==> src/rtl/spi_regfile_peripheral_pkg.sv <==
// Shared types and constants for the SPI register-file peripheral.
// Burst transfers are enabled by defining SPI_BURST_EN.
package spi_pkg;

   typedef enum logic [1:0] {
      ST_IDLE = 2'd0,
      ST_CMD  = 2'd1,
      ST_DATA = 2'd2,
      ST_DONE = 2'd3
   } spi_state_e;

   localparam logic RW_WRITE = 1'b1;
   localparam logic RW_READ  = 1'b0;

   // Bit counter must reach ADDR_W in CMD and DATA_W-1 in DATA.
   function automatic int cnt_width(input int addr_w, input int data_w);
      int max_v;
      max_v = (addr_w > data_w - 1) ? addr_w : data_w - 1;
      return (max_v < 1) ? 1 : $clog2(max_v + 1);
   endfunction

endpackage

==> src/rtl/spi_regfile_peripheral_if.sv <==
// SPI pin bundle between an external controller and the register-file target.
interface spi_regfile_peripheral_if;
   logic sclk;
   logic ncs;
   logic copi;
   logic cipo;
   logic cipo_oe;

   modport master (output sclk, output ncs, output copi, input cipo, input cipo_oe);
   modport slave  (input sclk, input ncs, input copi, output cipo, output cipo_oe);
endinterface

==> src/rtl/spi_regfile_peripheral_sync_edge.sv <==
// Two-flop synchroniser for an asynchronous pin, plus one history flop for edge detection.
module spi_sync_edge #(
   parameter logic RST_VAL = 1'b0
) (
   input  logic clk,
   input  logic rst,
   input  logic din,
   output logic level,
   output logic rise,
   output logic fall
);
   logic meta_r;
   logic sync_r;
   logic prev_r;

   // Synchroniser chain and edge history.
   always_ff @(posedge clk or posedge rst) begin
      if (rst) begin
         meta_r <= RST_VAL;
         sync_r <= RST_VAL;
         prev_r <= RST_VAL;
      end else begin
         meta_r <= din;
         sync_r <= meta_r;
         prev_r <= sync_r;
      end
   end

   assign level = sync_r;
   assign rise  = sync_r & ~prev_r;
   assign fall  = ~sync_r & prev_r;
endmodule

==> src/rtl/spi_regfile_peripheral.sv <==
// SPI mode-0 target exposing NUM_REGS read/write registers; frame = R/W, address, data.
// Optional burst mode (auto-increment address, wrapping) when SPI_BURST_EN is defined.
module spi_regfile_peripheral #(
   parameter int NUM_REGS = 5,
   parameter int ADDR_W   = 7,
   parameter int DATA_W   = 8
) (
   input  logic                         clk,
   input  logic                         rst,
   spi_regfile_peripheral_if.slave      spi,
   output logic [NUM_REGS*DATA_W-1:0]   regs,
   output logic [NUM_REGS-1:0]          wr_stb,
   output logic                         frame_abort
);
   import spi_pkg::*;

   localparam int CNT_W = cnt_width(ADDR_W, DATA_W);

   logic sclk_rise_s, sclk_fall_s, sclk_lvl_s;
   logic ncs_rise_s, ncs_fall_s, ncs_lvl_s;
   logic copi_s;
   logic [1:0] unused_copi_edges;

   spi_sync_edge #(.RST_VAL(1'b0)) u_sync_sclk (
      .clk(clk), .rst(rst), .din(spi.sclk),
      .level(sclk_lvl_s), .rise(sclk_rise_s), .fall(sclk_fall_s)
   );
   spi_sync_edge #(.RST_VAL(1'b1)) u_sync_ncs (
      .clk(clk), .rst(rst), .din(spi.ncs),
      .level(ncs_lvl_s), .rise(ncs_rise_s), .fall(ncs_fall_s)
   );
   spi_sync_edge #(.RST_VAL(1'b0)) u_sync_copi (
      .clk(clk), .rst(rst), .din(spi.copi),
      .level(copi_s), .rise(unused_copi_edges[0]), .fall(unused_copi_edges[1])
   );

   spi_state_e          state_r, state_nxt;
   logic [CNT_W-1:0]    cnt_r, cnt_nxt;
   logic [ADDR_W:0]     cmd_r, cmd_nxt;
   logic [ADDR_W-1:0]   addr_r, addr_nxt;
   logic                rw_r, rw_nxt;
   logic [DATA_W-1:0]   din_r, din_nxt;
   logic [DATA_W-1:0]   dout_r, dout_nxt;
   logic                cipo_r, cipo_nxt;
   logic                cipo_oe_r, cipo_oe_nxt;
   logic                abort_r, abort_nxt;
   logic                commit_r, commit_nxt;
   logic [ADDR_W-1:0]   commit_addr_r, commit_addr_nxt;
   logic [DATA_W-1:0]   commit_data_r, commit_data_nxt;

   logic [DATA_W-1:0]   regs_r [NUM_REGS];
   logic [NUM_REGS-1:0] wr_stb_r;

   logic [ADDR_W:0]     cmd_full_s;
   logic [DATA_W-1:0]   din_full_s;
   logic [DATA_W-1:0]   dout_shift_s;
   logic [DATA_W-1:0]   rd_word_s;

   assign cmd_full_s   = (ADDR_W+1)'({cmd_r, copi_s});
   assign din_full_s   = DATA_W'({din_r, copi_s});
   assign dout_shift_s = DATA_W'({dout_r, 1'b0});

   // Out-of-range addresses read back as zero.
   function automatic logic [DATA_W-1:0] rd_word(input logic [ADDR_W-1:0] a,
                                                 input logic [NUM_REGS*DATA_W-1:0] bank);
      logic [DATA_W-1:0] w;
      w = '0;
      for (int i = 0; i < NUM_REGS; i++) begin
         if (a == ADDR_W'(i)) w = bank[i*DATA_W +: DATA_W];
      end
      return w;
   endfunction

`ifdef SPI_BURST_EN
   function automatic logic [ADDR_W-1:0] next_addr(input logic [ADDR_W-1:0] a);
      if (a == ADDR_W'(NUM_REGS-1)) return '0;
      else return a + ADDR_W'(1);
   endfunction
   logic [ADDR_W-1:0] burst_addr_s;
   assign burst_addr_s = next_addr(addr_r);
   assign rd_word_s    = (state_r == ST_DATA) ? rd_word(burst_addr_s, regs)
                                              : rd_word(cmd_full_s[ADDR_W-1:0], regs);
`else
   assign rd_word_s    = rd_word(cmd_full_s[ADDR_W-1:0], regs);
`endif

   // Next-state and datapath decode; an ncs rise outranks any sclk edge in the same cycle.
   always_comb begin
      state_nxt       = state_r;
      cnt_nxt         = cnt_r;
      cmd_nxt         = cmd_r;
      addr_nxt        = addr_r;
      rw_nxt          = rw_r;
      din_nxt         = din_r;
      dout_nxt        = dout_r;
      cipo_nxt        = cipo_r;
      cipo_oe_nxt     = cipo_oe_r;
      abort_nxt       = 1'b0;
      commit_nxt      = 1'b0;
      commit_addr_nxt = commit_addr_r;
      commit_data_nxt = commit_data_r;
      if (ncs_rise_s || ncs_lvl_s) begin
         abort_nxt   = ncs_rise_s && ((state_r == ST_CMD) || (state_r == ST_DATA));
         state_nxt   = ST_IDLE;
         cnt_nxt     = '0;
         cipo_nxt    = 1'b0;
         cipo_oe_nxt = 1'b0;
      end else begin
         case (state_r)
            ST_IDLE: begin
               if (ncs_fall_s) begin
                  state_nxt = ST_CMD;
                  cnt_nxt   = '0;
               end else begin
                  cnt_nxt   = '0;
               end
            end
            ST_CMD: begin
               if (sclk_rise_s) begin
                  cmd_nxt = cmd_full_s;
                  if (cnt_r == CNT_W'(ADDR_W)) begin
                     state_nxt = ST_DATA;
                     cnt_nxt   = '0;
                     rw_nxt    = cmd_full_s[ADDR_W];
                     addr_nxt  = cmd_full_s[ADDR_W-1:0];
                     if (cmd_full_s[ADDR_W] == RW_READ) begin
                        dout_nxt    = rd_word_s;
                        cipo_nxt    = rd_word_s[DATA_W-1];
                        cipo_oe_nxt = 1'b1;
                     end else begin
                        cipo_oe_nxt = 1'b0;
                     end
                  end else begin
                     cnt_nxt = cnt_r + CNT_W'(1);
                  end
               end else begin
                  cnt_nxt = cnt_r;
               end
            end
            ST_DATA: begin
               if (sclk_rise_s) begin
                  din_nxt = din_full_s;
                  if (cnt_r == CNT_W'(DATA_W-1)) begin
                     commit_nxt      = (rw_r == RW_WRITE);
                     commit_addr_nxt = addr_r;
                     commit_data_nxt = din_full_s;
                     cnt_nxt         = '0;
`ifdef SPI_BURST_EN
                     addr_nxt = burst_addr_s;
                     if (rw_r == RW_READ) begin
                        dout_nxt = rd_word_s;
                        cipo_nxt = rd_word_s[DATA_W-1];
                     end else begin
                        cipo_nxt = 1'b0;
                     end
`else
                     state_nxt   = ST_DONE;
                     cipo_nxt    = 1'b0;
                     cipo_oe_nxt = 1'b0;
`endif
                  end else begin
                     cnt_nxt = cnt_r + CNT_W'(1);
                  end
               end else if (sclk_fall_s && (cnt_r != '0) && (rw_r == RW_READ)) begin
                  // The first fall after CMD belongs to the last address bit; MSB is already out.
                  dout_nxt = dout_shift_s;
                  cipo_nxt = dout_shift_s[DATA_W-1];
               end else begin
                  dout_nxt = dout_r;
               end
            end
            ST_DONE: begin
               cipo_nxt    = 1'b0;
               cipo_oe_nxt = 1'b0;
            end
            default: begin
               state_nxt   = ST_IDLE;
               cnt_nxt     = '0;
               cipo_nxt    = 1'b0;
               cipo_oe_nxt = 1'b0;
            end
         endcase
      end
   end

   // FSM state and shift datapath registers.
   always_ff @(posedge clk or posedge rst) begin
      if (rst) begin
         state_r       <= ST_IDLE;
         cnt_r         <= '0;
         cmd_r         <= '0;
         addr_r        <= '0;
         rw_r          <= RW_READ;
         din_r         <= '0;
         dout_r        <= '0;
         cipo_r        <= 1'b0;
         cipo_oe_r     <= 1'b0;
         abort_r       <= 1'b0;
         commit_r      <= 1'b0;
         commit_addr_r <= '0;
         commit_data_r <= '0;
      end else begin
         state_r       <= state_nxt;
         cnt_r         <= cnt_nxt;
         cmd_r         <= cmd_nxt;
         addr_r        <= addr_nxt;
         rw_r          <= rw_nxt;
         din_r         <= din_nxt;
         dout_r        <= dout_nxt;
         cipo_r        <= cipo_nxt;
         cipo_oe_r     <= cipo_oe_nxt;
         abort_r       <= abort_nxt;
         commit_r      <= commit_nxt;
         commit_addr_r <= commit_addr_nxt;
         commit_data_r <= commit_data_nxt;
      end
   end

   // Register bank update; out-of-range commits match no entry and are dropped.
   always_ff @(posedge clk or posedge rst) begin
      if (rst) begin
         regs_r   <= '{default: '0};
         wr_stb_r <= '0;
      end else begin
         wr_stb_r <= '0;
         for (int i = 0; i < NUM_REGS; i++) begin
            if (commit_r && (commit_addr_r == ADDR_W'(i))) begin
               regs_r[i]   <= commit_data_r;
               wr_stb_r[i] <= 1'b1;
            end
         end
      end
   end

   for (genvar g = 0; g < NUM_REGS; g++) begin : g_flat
      assign regs[g*DATA_W +: DATA_W] = regs_r[g];
   end

   assign wr_stb      = wr_stb_r;
   assign frame_abort = abort_r;
   assign spi.cipo    = cipo_r;
   assign spi.cipo_oe = cipo_oe_r;
endmodule

==> src/flat_wrapper.sv <==
// flat-port wrapper written by rule: the top's interface ports become plain ports
module spi_regfile_peripheral_flat import spi_pkg::*;
#(
   parameter int NUM_REGS = 5,
   parameter int ADDR_W   = 7,
   parameter int DATA_W   = 8
)
  (clk, rst, regs, wr_stb, frame_abort, spi_sclk, spi_ncs, spi_copi, spi_cipo, spi_cipo_oe);
  spi_regfile_peripheral_if spi_i ();
  input  logic clk;
  input  logic rst;
  output logic [NUM_REGS*DATA_W-1:0] regs;
  output logic [NUM_REGS-1:0] wr_stb;
  output logic frame_abort;
  input wire logic [$bits(spi_i.sclk)-1:0] spi_sclk;
  input wire logic [$bits(spi_i.ncs)-1:0] spi_ncs;
  input wire logic [$bits(spi_i.copi)-1:0] spi_copi;
  output wire logic [$bits(spi_i.cipo)-1:0] spi_cipo;
  output wire logic [$bits(spi_i.cipo_oe)-1:0] spi_cipo_oe;
  assign spi_i.sclk = spi_sclk;
  assign spi_i.ncs = spi_ncs;
  assign spi_i.copi = spi_copi;
  assign spi_cipo = spi_i.cipo;
  assign spi_cipo_oe = spi_i.cipo_oe;
  spi_regfile_peripheral #(.NUM_REGS(NUM_REGS), .ADDR_W(ADDR_W), .DATA_W(DATA_W)) u_core (.clk(clk), .rst(rst), .spi(spi_i), .regs(regs), .wr_stb(wr_stb), .frame_abort(frame_abort));
endmodule
==> config.mk <==
export PLATFORM = sky130hd
export DESIGN_NAME = spi_regfile_peripheral_flat
export DESIGN_NICKNAME = d
export VERILOG_FILES = /design/src/rtl/spi_regfile_peripheral_pkg.sv /design/src/rtl/spi_regfile_peripheral_if.sv /design/src/rtl/spi_regfile_peripheral_sync_edge.sv /design/src/rtl/spi_regfile_peripheral.sv /design/src/flat_wrapper.sv
export SDC_FILE = /design/constraint.sdc
export NUM_CORES = 1
export LEC_CHECK = 0
export CAP_MARGIN = 10
export CORE_MARGIN = 2
export CORE_UTILIZATION = 55
export CTS_CLUSTER_SIZE = 8
export DETAILED_ROUTE_END_ITERATION = 8
export DONT_BUFFER_PORTS = 1
export PLACE_DENSITY_LB_ADDON = 0.2
export REMOVE_ABC_BUFFERS = 1
export SLEW_MARGIN = 0
export SYNTH_ARGS = -nofsm -noshare
export SYNTH_HDL_FRONTEND = slang
export SYNTH_SLANG_ARGS = --single-unit
==> constraint.sdc <==
create_clock -name clk -period 9.9 [get_ports clk]
set_input_delay 1.98 -clock clk [delete_from_list [all_inputs] [get_ports clk]]
set_output_delay 1.98 -clock clk [all_outputs]
set_load 0.01 [all_outputs]
Yosys cells after proc, flatten, opt, wreduce, memory -nomap -nowiden
Index checks and enable logic that the tools add are counted.
{ "classes": {"n_addsub": 1, "bitwise_logic": 10, "n_mux": 46, "eq_ne": 26, "reduce_logical": 28} }
{ "op_table": {"columns": ["cell", "n"], "rows": [
  ["8-bit two-way mux", 5],
  ["7-bit two-way mux", 5],
  ["7-bit by 2-bit equality test with 1-bit output (second input constant)", 4],
  ["1-bit two-way mux", 22],
  ["7-bit by 1-bit equality test with 1-bit output (second input constant)", 2],
  ["7-bit by 3-bit equality test with 1-bit output (second input constant)", 2],
  ["7-bit zero test", 2],
  ["7-bit case mux with 2 select lines", 1],
  ["2-bit two-way mux", 6],
  ["3-bit by 1-bit inequality test with 1-bit output (second input constant)", 4],
  ["6-bit AND reduction", 2],
  ["3-bit two-way mux", 3],
  ["1-bit logical AND", 8],
  ["2-bit inequality test (second input constant)", 4],
  ["4-bit AND reduction", 2],
  ["4-bit nonzero test", 2],
  ["7-bit AND reduction", 1],
  ["3-bit by 2-bit inequality test with 1-bit output (second input constant)", 2],
  ["1-bit NOT", 6],
  ["1-bit case mux with 3 select lines", 2],
  ["2-bit case mux with 3 select lines", 1],
  ["3-bit case mux with 2 select lines", 1],
  ["3-bit AND reduction", 2],
  ["3-bit nonzero test", 2],
  ["15 further kinds", 20]
]} }
{ "totals": {"input_bits": 5, "word_cells": 138, "reg_bits": 106} }

Logic depth before layout (Yosys ltp)
{ "logic_depth": {"word_depth": 11, "mapped_depth": 7, "depth_no_buf": 6} }

Modules after synthesis
From an unflattened synthesis, not the netlist that was laid out.
{ "unflattened": {"cells_unflattened": 342, "area_unflattened_um2": 4633.2} }
{ "by_module_without_submodules": {"columns": ["module", "n_inst", "cells_per_inst", "seq_area_each_um2", "area_per_inst_um2"], "rows": [
  ["spi_regfile_peripheral", 1, 324, 2452.4, 4347.9],
  ["spi_sync_edge (u_core.u_sync_copi ...)", 2, 6, 75.1, 93.8],
  ["spi_sync_edge (u_core.u_sync_ncs)", 1, 6, 78.8, 97.6]
]} }

Worst setup path after synthesis
OpenSTA, ideal clock, no wires.
{ "synth_timing": {"kind": "flip-flop to output port", "start": "register u_core.regs_r (netlist bit u_core.regs[32])", "end": "output regs[32]", "path_buffers": 0, "stages_incl_launch_ff": 1, "path_slack_ns": 7.528, "t_arrival_ns": 0.392, "path_cell_list": "dfrtp_1"} }
{ "synth_rtl": {"columns": ["element", "line", "source"], "rows": [
  ["start: declaration", "spi_regfile_peripheral.sv:51", "logic [DATA_W-1:0] regs_r [NUM_REGS];"],
  ["start signal: indexed assignment", "spi_regfile_peripheral.sv:228", "regs_r[i] <= commit_data_r;"],
  ["end: declaration", "flat_wrapper.sv:12", "output logic [NUM_REGS*DATA_W-1:0] regs;"]
]} }
No word-level cell between the ends.

Worst setup path in the final report
{ "layout_timing": {"start": "register u_core.regs_r (netlist bit u_core.regs[8])", "end": "output regs[8]"} }
No word-level cell between the ends.

==> out/results.ini <==
[logic_synthesis]
synth_compound_area_share_pct=7.25
synth.ff_latch_count=106
synthAdderAreaFrac_pct=2.46
yosys-top-cells-area=dfrtp_1 (56%), mux2_2 (18%), ha_1 (2.5%)
synthFlopType=dfrtp_1
synth.mux.area_fraction_pct=21.7
syn_area_per_cell_um2=14.2
synth_cell_types=48
ys_seq_area_share_pct=58.1
yosysTopAreaCellShare_pct=56.3
synth_edf_count=0
synth_area_leader_cell=dfrtp_1
syn_area_um2=4570
synthXorXnorAreaFrac_pct=0
synth_top_family_by_area=multiplexers
synth.yosys.warnings=0
syn_inst=323
synth-async-reset-ratio_pct=100
synthSimpleGateAreaFrac_pct=8.48

[floorplan]
initial_core_util_pct=56.2
io_pins=53
dieHeight_um=95.2
coreArea_um2=8130
rows=33
fp.dieW_um=95.2
die_area_um2=9060

[global_routing]
first_global_vias=2619
grt_pass1_wl_um=14200
gr-usage-met3_pct=5.22
grt_antenna_before_repair=0
overflow=0
met1_usage_pct=29.6
gr-usage-met2_pct=32.7
gr-max-usage-layer=met2
groute.usage.overall_pct=21.3
grt_max_degree=56

[timing]
finClkSkew_ns=0.00909
fin_crit_ns=2.79
setup_viol=0
final-hold-violation-count=0
clock.fmax_mhz=358
finalMaxSlewViolations=0
relSlewSlack_pct=34.7
finalSetupTns_ns=0
min_period_over_period_pct=28.2
rsz0062_at_grt=no
tightest_slew_ns=0.977

[worst_setup_path]
reg2reg_depth=6
critPathArrivalTime_ns=0.81
critPathKind=reg2out
cp_num_cells=0
cp_max_fo=3
worstSetupEndpointType=primary output
cp_data_required_time_ns=7.92
critical_path.startpoint_type=flop

[place]
port_buffers=0
place_congestion=0.796
place_area_um2=4680
placedCellCount=422
post-dp-hpwl_um=5920

[layout]
final_common_cell=dfrtp_1
n_antenna_cell=0
final-seq-area_um2=2660
layout_common_cells=dfrtp_1 (103), mux2_2 (73), inv_1 (15)
final_area_um2=4890
fin_cells=438
multi_input_area_um2=1830
finalNetCount=342
drive_gt1_share_pct=33.6
nFillCells=653
syn_to_final_growth_pct=6.87

[hold_path]
min_path_type=reg2reg
holdPathStages=0

[routing]
drt-total-wl_um=8690
drc_errors=0
antenna_left=0
routedWlPerCell_um=19.8
viasPerCell=5.99
drt_iter0_drc=84
first_pass_iters=6
vias=2623

[cts]
root_buffer=clkbuf_8
cts_setup_buffers=0
post_cts_resized=0
cts.sinks=106
clock_path_buffers=2
cts_buffers=9
cts_hold_buf=0
cts_tree=done
h-tree-depth=3
path_clk_slew_ns=0.10
clk-insertion-delay-late_ns=0.36

[power_and_ir_drop]
peakVddDrop_v=0.0000829
p_leak_nw=2.43
powerDensity_nw_per_um2=181

[run_status]
run_status=finished, final reports clean

[flow_run]
drv_cap=0

cell type report:
type | count | share of cell area (%)
clock inverter | 5 | 1.28
inverter | 16 | 1.28
clock buffer | 11 | 2.89
timing repair buffer | 1 | 0.154
multi-input combinational | 194 | 37.4
sequential | 106 | 54.3
tap | 105 | 2.69
flip-flops by register name (all words and copies together) (netlist names), 2 cells and up:
signal and cells:
u_core.cnt_r 3, u_core.cmd_r 7, u_core.din_r 7, u_core.wr_stb 5
u_core.commit_data_r 8, u_core.addr_r 7, u_core.dout_r 7, u_core.state_r 2
u_core.regs 40, u_core.commit_addr_r 7
logic make-up (layout without fill, tap and decap cells):
logic type | count (synthesis) | count (layout)
fa+ha+maj | 9 | 9
mux | 85 | 85
compound gates | 44 | 44
flops | 106 | 106
simple gates | 56 | 56
buf+inv | 23 | 33
metrics by stage:
| step | power, mW | hold slack (ns) | worst slack [ns] | utilization, % |
|---|---|---|---|---|
| after CTS | 0.893 | 0.360 | 7.08 | 60.1 |
| final | 0.887 | 0.357 | 7.11 | 60.1 |
| after detailed placement | 0.624 | 0.336 | 6.74 | 57.6 |
| after floorplan | 0.586 | 0.331 | 5.14 | - |
| after global routing | 0.933 | 0.371 | 6.99 | 60.1 |
| after global placement | 0.620 | 0.333 | 6.76 | 57.6 |
final timing paths:
path / slack, ns / start / end
hold reg to reg: 0.36 / u_core.u_sync_sclk.meta_r / u_core.u_sync_sclk.level
hold / removal: 0.36 / u_core.u_sync_sclk.meta_r / u_core.u_sync_sclk.level
min in group asynchronous: 1.55 / rst / u_core.wr_stb[2]
max in group asynchronous: 7.22 / rst / u_core.spi.cipo_oe
setup / recovery: 7.11 / u_core.regs[8] / regs[8]
setup reg to reg: 7.25 / u_core.state_r[0] / u_core.commit_data_r[0]
where the power goes:
group / switching [mW] / internal, mW / total (mW)
clock network: 0.145 / 0.125 / 0.270
logic: 0.0769 / 0.0568 / 0.134
registers: 0.0323 / 0.450 / 0.482
routing by layer:
layer / part of all wire, % / routed length [um]
met3: 5.1 / 439
met1: 47 / 4040
met4: 1.5 / 129
met2: 47 / 4080
met5: 0 / 0
synthesized netlist by cell type, types with 2 or more instances:
cell type / instances
mux2_1: 2
ha_1: 9
nand2_1: 2
a211oi_1: 2
mux4_2: 4
nor2b_1: 4
dfstp_2: 3
nand2_2: 2
nand3b_2: 3
nand4_1: 3
o2bb2ai_1: 3
mux2_2: 73
nor3_2: 2
dfrtp_1: 103
a221oi_1: 3
nor2_1: 12
a21o_1: 4
nand2b_1: 2
and2_1: 2
nand3_1: 3
and3b_1: 3
and3_1: 2
a31oi_1: 2
a21oi_1: 4
nand3_2: 2
clkbuf_1: 5
mux2i_1: 6
o21ai_0: 5
a22oi_1: 6
nor3b_1: 4
nand3b_1: 2
a22o_1: 10
inv_1: 16
Power figures use the tool's default switching activity.
